**src/rtl/seq_mul_pkg.sv**
```systemverilog
// Shared types and constants for the sequential shift-add multiplier.
package seq_mul_pkg;

    localparam int unsigned DEFAULT_WIDTH = 32;

    typedef enum logic [1:0] {
        IDLE = 2'd0,
        RUN  = 2'd1,
        DONE = 2'd2
    } state_e;

endpackage

```
**src/rtl/twos_negate.sv**
```systemverilog
// Conditional two's-complement: passes x_i through, or negates it when neg_i is set.
module twos_negate #(
    parameter int unsigned W = 32
) (
    input  logic [W-1:0] x_i,
    input  logic         neg_i,
    output logic [W-1:0] y_o
);

    assign y_o = neg_i ? (~x_i + W'(1)) : x_i;

endmodule

```
**src/rtl/seq_multiplier.sv**
```systemverilog
// Radix-2 shift-add multiplier, signed or unsigned, one multiplier bit per cycle.
// Magnitudes are multiplied unsigned; the sign is applied once when the product is registered.
module seq_multiplier
    import seq_mul_pkg::*;
#(
    parameter int unsigned WIDTH = DEFAULT_WIDTH
) (
    input  logic             clock,
    input  logic             reset_n,
    input  logic             start,
    input  logic             signed_mode,
    input  logic [WIDTH-1:0] a,
    input  logic [WIDTH-1:0] b,
    output logic [WIDTH-1:0] p_hi,
    output logic [WIDTH-1:0] p_lo,
    output logic             busy,
    output logic             done
);

    localparam int unsigned PW = 2 * WIDTH;

    state_e state_q, state_d;

    logic [WIDTH-1:0] mcand_q, mcand_d;
    logic [WIDTH-1:0] mplier_q, mplier_d;
    logic [WIDTH-1:0] acc_q, acc_d;
    logic [WIDTH-1:0] cnt_q, cnt_d;
    logic             neg_q, neg_d;
    logic [WIDTH-1:0] p_hi_q, p_lo_q;
    logic             busy_q, done_q;

    logic             load_c, step_c, finish_c;
    logic [WIDTH:0]   sum_c;
    logic [WIDTH-1:0] a_mag_c, b_mag_c;
    logic [PW-1:0]    prod_c;

    twos_negate #(.W(WIDTH)) u_mag_a (
        .x_i   (a),
        .neg_i (signed_mode & a[WIDTH-1]),
        .y_o   (a_mag_c)
    );

    twos_negate #(.W(WIDTH)) u_mag_b (
        .x_i   (b),
        .neg_i (signed_mode & b[WIDTH-1]),
        .y_o   (b_mag_c)
    );

    // Sign fix sees the post-step value so the final step and result capture share one edge.
    twos_negate #(.W(PW)) u_sign_p (
        .x_i   ({acc_d, mplier_d}),
        .neg_i (neg_q),
        .y_o   (prod_c)
    );

    always_ff @(posedge clock or negedge reset_n) begin
        if (!reset_n) begin
            state_q <= IDLE;
        end else begin
            state_q <= state_d;
        end
    end

    always_comb begin
        state_d  = state_q;
        load_c   = 1'b0;
        step_c   = 1'b0;
        finish_c = 1'b0;
        case (state_q)
            IDLE: begin
                if (start) begin
                    load_c  = 1'b1;
                    state_d = RUN;
                end
            end
            RUN: begin
                step_c = 1'b1;
                if (cnt_q == WIDTH'(1)) begin
                    finish_c = 1'b1;
                    state_d  = DONE;
                end
            end
            DONE: begin
                if (start) begin
                    load_c  = 1'b1;
                    state_d = RUN;
                end else begin
                    state_d = IDLE;
                end
            end
            default: state_d = IDLE;
        endcase
    end

    always_comb begin
        mcand_d  = mcand_q;
        mplier_d = mplier_q;
        acc_d    = acc_q;
        cnt_d    = cnt_q;
        neg_d    = neg_q;
        sum_c    = '0;
        if (load_c) begin
            mcand_d  = a_mag_c;
            mplier_d = b_mag_c;
            acc_d    = '0;
            cnt_d    = WIDTH'(WIDTH);
            neg_d    = signed_mode & (a[WIDTH-1] ^ b[WIDTH-1]);
        end else if (step_c) begin
            // Carry out of the add becomes the new MSB of the shifted {acc, mplier} pair.
            sum_c    = {1'b0, acc_q} + (mplier_q[0] ? {1'b0, mcand_q} : (WIDTH+1)'(0));
            acc_d    = sum_c[WIDTH:1];
            mplier_d = {sum_c[0], mplier_q[WIDTH-1:1]};
            cnt_d    = cnt_q - WIDTH'(1);
        end
    end

    always_ff @(posedge clock or negedge reset_n) begin
        if (!reset_n) begin
            mcand_q  <= '0;
            mplier_q <= '0;
            acc_q    <= '0;
            cnt_q    <= '0;
            neg_q    <= 1'b0;
            p_hi_q   <= '0;
            p_lo_q   <= '0;
            busy_q   <= 1'b0;
            done_q   <= 1'b0;
        end else begin
            mcand_q  <= mcand_d;
            mplier_q <= mplier_d;
            acc_q    <= acc_d;
            cnt_q    <= cnt_d;
            neg_q    <= neg_d;
            busy_q   <= (state_d == RUN);
            done_q   <= (state_d == DONE);
            if (finish_c) begin
                p_hi_q <= prod_c[PW-1:WIDTH];
                p_lo_q <= prod_c[WIDTH-1:0];
            end
        end
    end

    assign p_hi = p_hi_q;
    assign p_lo = p_lo_q;
    assign busy = busy_q;
    assign done = done_q;

endmodule
```
**config.mk**
```make
export PLATFORM = sky130hd
export DESIGN_NAME = seq_multiplier
export DESIGN_NICKNAME = d
export VERILOG_FILES = /design/src/rtl/seq_mul_pkg.sv /design/src/rtl/twos_negate.sv /design/src/rtl/seq_multiplier.sv
export SDC_FILE = /design/constraint.sdc
export NUM_CORES = 1
export LEC_CHECK = 0
export BUFFER_PORTS_ARGS = -buffer_cell sky130_fd_sc_hd__buf_2
export CAP_MARGIN = 20
export CORE_MARGIN = 5
export CORE_UTILIZATION = 54
export DETAILED_ROUTE_END_ITERATION = 10
export PLACE_DENSITY_LB_ADDON = 0.25
export SYNTH_ARGS = -nofsm -noshare
export SYNTH_HDL_FRONTEND = slang
export SYNTH_HIERARCHICAL = 1
export SYNTH_SLANG_ARGS = --single-unit
export TNS_END_PERCENT = 100
```
**constraint.sdc**
```tcl
create_clock -name clock -period 5.3 [get_ports clock]
set_input_delay 0.265 -clock clock [delete_from_list [all_inputs] [get_ports clock]]
set_output_delay 0.265 -clock clock [all_outputs]
set_load 0.05 [all_outputs]
```
==> flow_summary.json <==
{
  "outcome": "complete, no violations",
  "tightest_slew_ns": 1.05,
  "synth_top_family_by_area": "simple AND/OR/NAND/NOR gates",
  "cp-end-kind": "register",
  "num_antenna_cells": 0,
  "synth-async-reset-ratio_pct": 100,
  "p_int_mw": 3.65,
  "dr_wl_met2_um": 16100,
  "start_kind": "register",
  "synth_compound_area_share_pct": 17.4,
  "fp-row-count": 56,
  "grt_usage_pct": 24.4,
  "drive_above_1_share_pct": 19.6,
  "post-route-drc-count": 0,
  "grt_pass1_wl_um": 53300,
  "initial_core_util_pct": 54.8,
  "crit_fanout": 4,
  "synth_edf_count": 0,
  "topRoutingLayerUsed": "met4",
  "arrival_ns": 5.52,
  "syn_area_um2": 12800,
  "syn_nets": 1453,
  "finalWirelength_um": 32900,
  "slew_headroom_pct": 29.9,
  "rr_startpoint": "mplier_q[0]",
  "ys_seq_area_share_pct": 38.4,
  "clock_skew_ns": 0.0129,
  "dr_wl_met3_um": 1630,
  "worstHoldPathType": "in -> reg",
  "register_area_um2": 4930,
  "final_core_util_pct": 62.1,
  "synth.area.mux_share_pct": 5.69,
  "cts_buffers": 17,
  "maxCapViolations": 0,
  "synth_largest_area_cell": "dfrtp_1",
  "hp-start": "a[29]",
  "gp_congestion": 0.929,
  "gr-total-overflow": 0,
  "setup_viol": 0,
  "yosysMostFrequentCell": "nand2_1",
  "via_count": 10600,
  "yosys.area.top_type_share_pct": 38.4,
  "core-area_um2": 23400,
  "final_nets": 1569,
  "ctsHtreeMaxLevel": 4,
  "fmax_ghz": 0.192,
  "drt-met1-wl_um": 14600,
  "root_buffer": "clkbuf_16",
  "wl_per_cell_um": 18.3,
  "netlist_instances": 1347,
  "ys_ff_latch": 197,
  "multi_input_area_um2": 7620,
  "io_pins": 134,
  "final_antenna_net_count": 0,
  "io_buffers": 133,
  "clkTransAtPathRegs_ns": 0.07,
  "vdd_drop_max_mv": 0.280,
  "drtIter0Drc": 722,
  "instances_no_fill": 1795,
  "antenna_found_initial": 0,
  "ys_warn_count": 6,
  "p_sw_share_pct": 40.9,
  "holdWs_ns": 0.122,
  "clkPwrFrac_pct": 21.8,
  "area_growth_pct": 13.2,
  "synthAdderAreaFrac_pct": 3.76,
  "synth-xor-area-share_pct": 10.6,
  "clock_sinks": 197,
  "worstPathRequired_ns": 5.62,
  "viasPerCell": 5.92,
  "synthFlopType": "dfrtp_1",
  "post-dp-hpwl_um": 23700,
  "synth-simple-area-share_pct": 21.3,
  "p_comb_share_pct": 46.2,
  "first_pass_iters": 5,
  "clk_latency_ns": 0.44,
  "period_needed_ns": 5.20,
  "power_density_nw_per_um2": 426,
  "cts_tree": "yes",
  "fin_crit_sh_pct": 98.1,
  "dieWidth_um": 164,
  "drv_slew": 0,
  "hold_violations": 0,
  "cp-startpoint": "mplier_q[0]",
  "switching_power_mw": 2.53,
  "die_area_um2": 26900,
  "clockBufferDepth": 2,
  "chipHeight_um": 164,
  "first_global_vias": 10400,
  "yosys-top-cells-count": "246 x nand2_1, 197 x dfrtp_1, 141 x xnor2_1",
  "ys_types": 74,
  "grt_max_degree": 89,
  "avgSynthCellArea_um2": 9.53,
  "fill_cells": 2046,
  "p_seq_share_pct": 32.0,
  "synth_area_leaders": "dfrtp_1 38%, xnor2_1 9.6%, nand2_1 7.2%, mux2_1 4.3%, o21ai_0 3.6%",
  "leakage_nw": 6.42,
  "crit_type": "reg -> reg",
  "placed_cells": 1759
}
==> critical path: stages, from the launching register on <==
cell and delay (ns):
dfrtp_1 0.41, and2_1 0.15, ha_1 0.21, fa_2 0.36, a21o_1 0.20, a21oi_2 0.17
nor2_1 0.08, o31a_1 0.28, a2111o_1 0.47, a21o_1 0.23, a21oi_2 0.18, xnor2_1 0.15
o21ai_1 0.10, or4_4 0.56, or3_4 0.36, or4_1 0.47, o31ai_2 0.32, xnor2_1 0.13
mux2_2 0.27
==> stage by stage <==
step / area (µm²) / setup TNS [ns] / total power [mW] / setup slack [ns]
after floorplan: 12800 / 0 / 3.90 / 0.185
after global placement: 13800 / 0 / 4.74 / 0.238
after detailed placement: 13800 / 0 / 4.77 / 0.133
after CTS: 14400 / 0 / 6.14 / 0.0150
after global routing: 14500 / -0.0229 / 6.58 / -0.0229
final: 14500 / 0 / 6.19 / 0.102
==> cell usage in the layout (no fill, tap or decap), types with 15 or more instances in the layout <==
cell type,count
nand2_1,246
buf_4,27
a21oi_1,33
o41ai_1,21
o21ai_0,91
ha_1,36
and2_1,36
dfrtp_1,196
mux2_2,15
xnor2_1,141
nand4_1,15
clkbuf_16,17
nor2_1,32
buf_2,132
a22oi_1,32
o31ai_1,47
nand3_1,24
a21o_1,19
nand2b_1,15
mux2_1,49
==> logic make-up after synthesis <==
group           Yosys count
xor+xnor                155
compound gates          314
buf+inv                  80
flops                   197
simple gates            498
mux                      65
fa+ha+maj                38
==> power by group through the flow <==
stage	Clock (mW)	Sequential, mW	Combinational, mW
after floorplan	0	1.93	1.98
after global placement	0	2.00	2.74
after detailed placement	0	2.00	2.77
after CTS	1.37	1.98	2.79
after global routing	1.44	2.00	3.14
final	1.35	1.98	2.86
==> area by class of cell <==
cell class / count / area share [%]
clock buffer: 18 / 3.02
timing repair buffer: 163 / 6.32
tap: 319 / 2.75
multi-input combinational: 1070 / 52.4
clock inverter: 14 / 1.15
sequential: 197 / 34.0
inverter: 14 / 0.362
==> worst paths after layout <==
path / depth (start not counted) / endpoint / slack, ns
min in group asynchronous: 2 / mplier_q[20] / 0.44
min: 4 / mcand_q[29] / 0.12
max in group asynchronous: 3 / mplier_q[28] / 3.60
max: 18 / p_hi[31] / 0.10
max reg2reg: 18 / p_hi[31] / 0.10
min reg2reg: 2 / mcand_q[19] / 0.47
==> flip-flops by register name, summed over array words and instances, names as in the netlist <==
signal    count
cnt_q        32
acc_q        32
mcand_q      32
done          1
neg_q         1
p_hi         32
busy          1
mplier_q     32
p_lo         32
state_q       2
==> what timing repair did <==
action / CTS / global route
buffers inserted: 0 / 2
resized for setup: 0 / 12
hold buffers: 1 / 0
setup endpoints to repair: 0 / 8
hold endpoints to repair: 86 / 0
==> metal layers <==
layer	up-vias	global-route usage (%)
met3	37	3.71
li1	5099	-
met1	5220	33.1
met5	-	0
met2	275	41.3
met4	0	5.79
(Power assumes the default switching activity.)
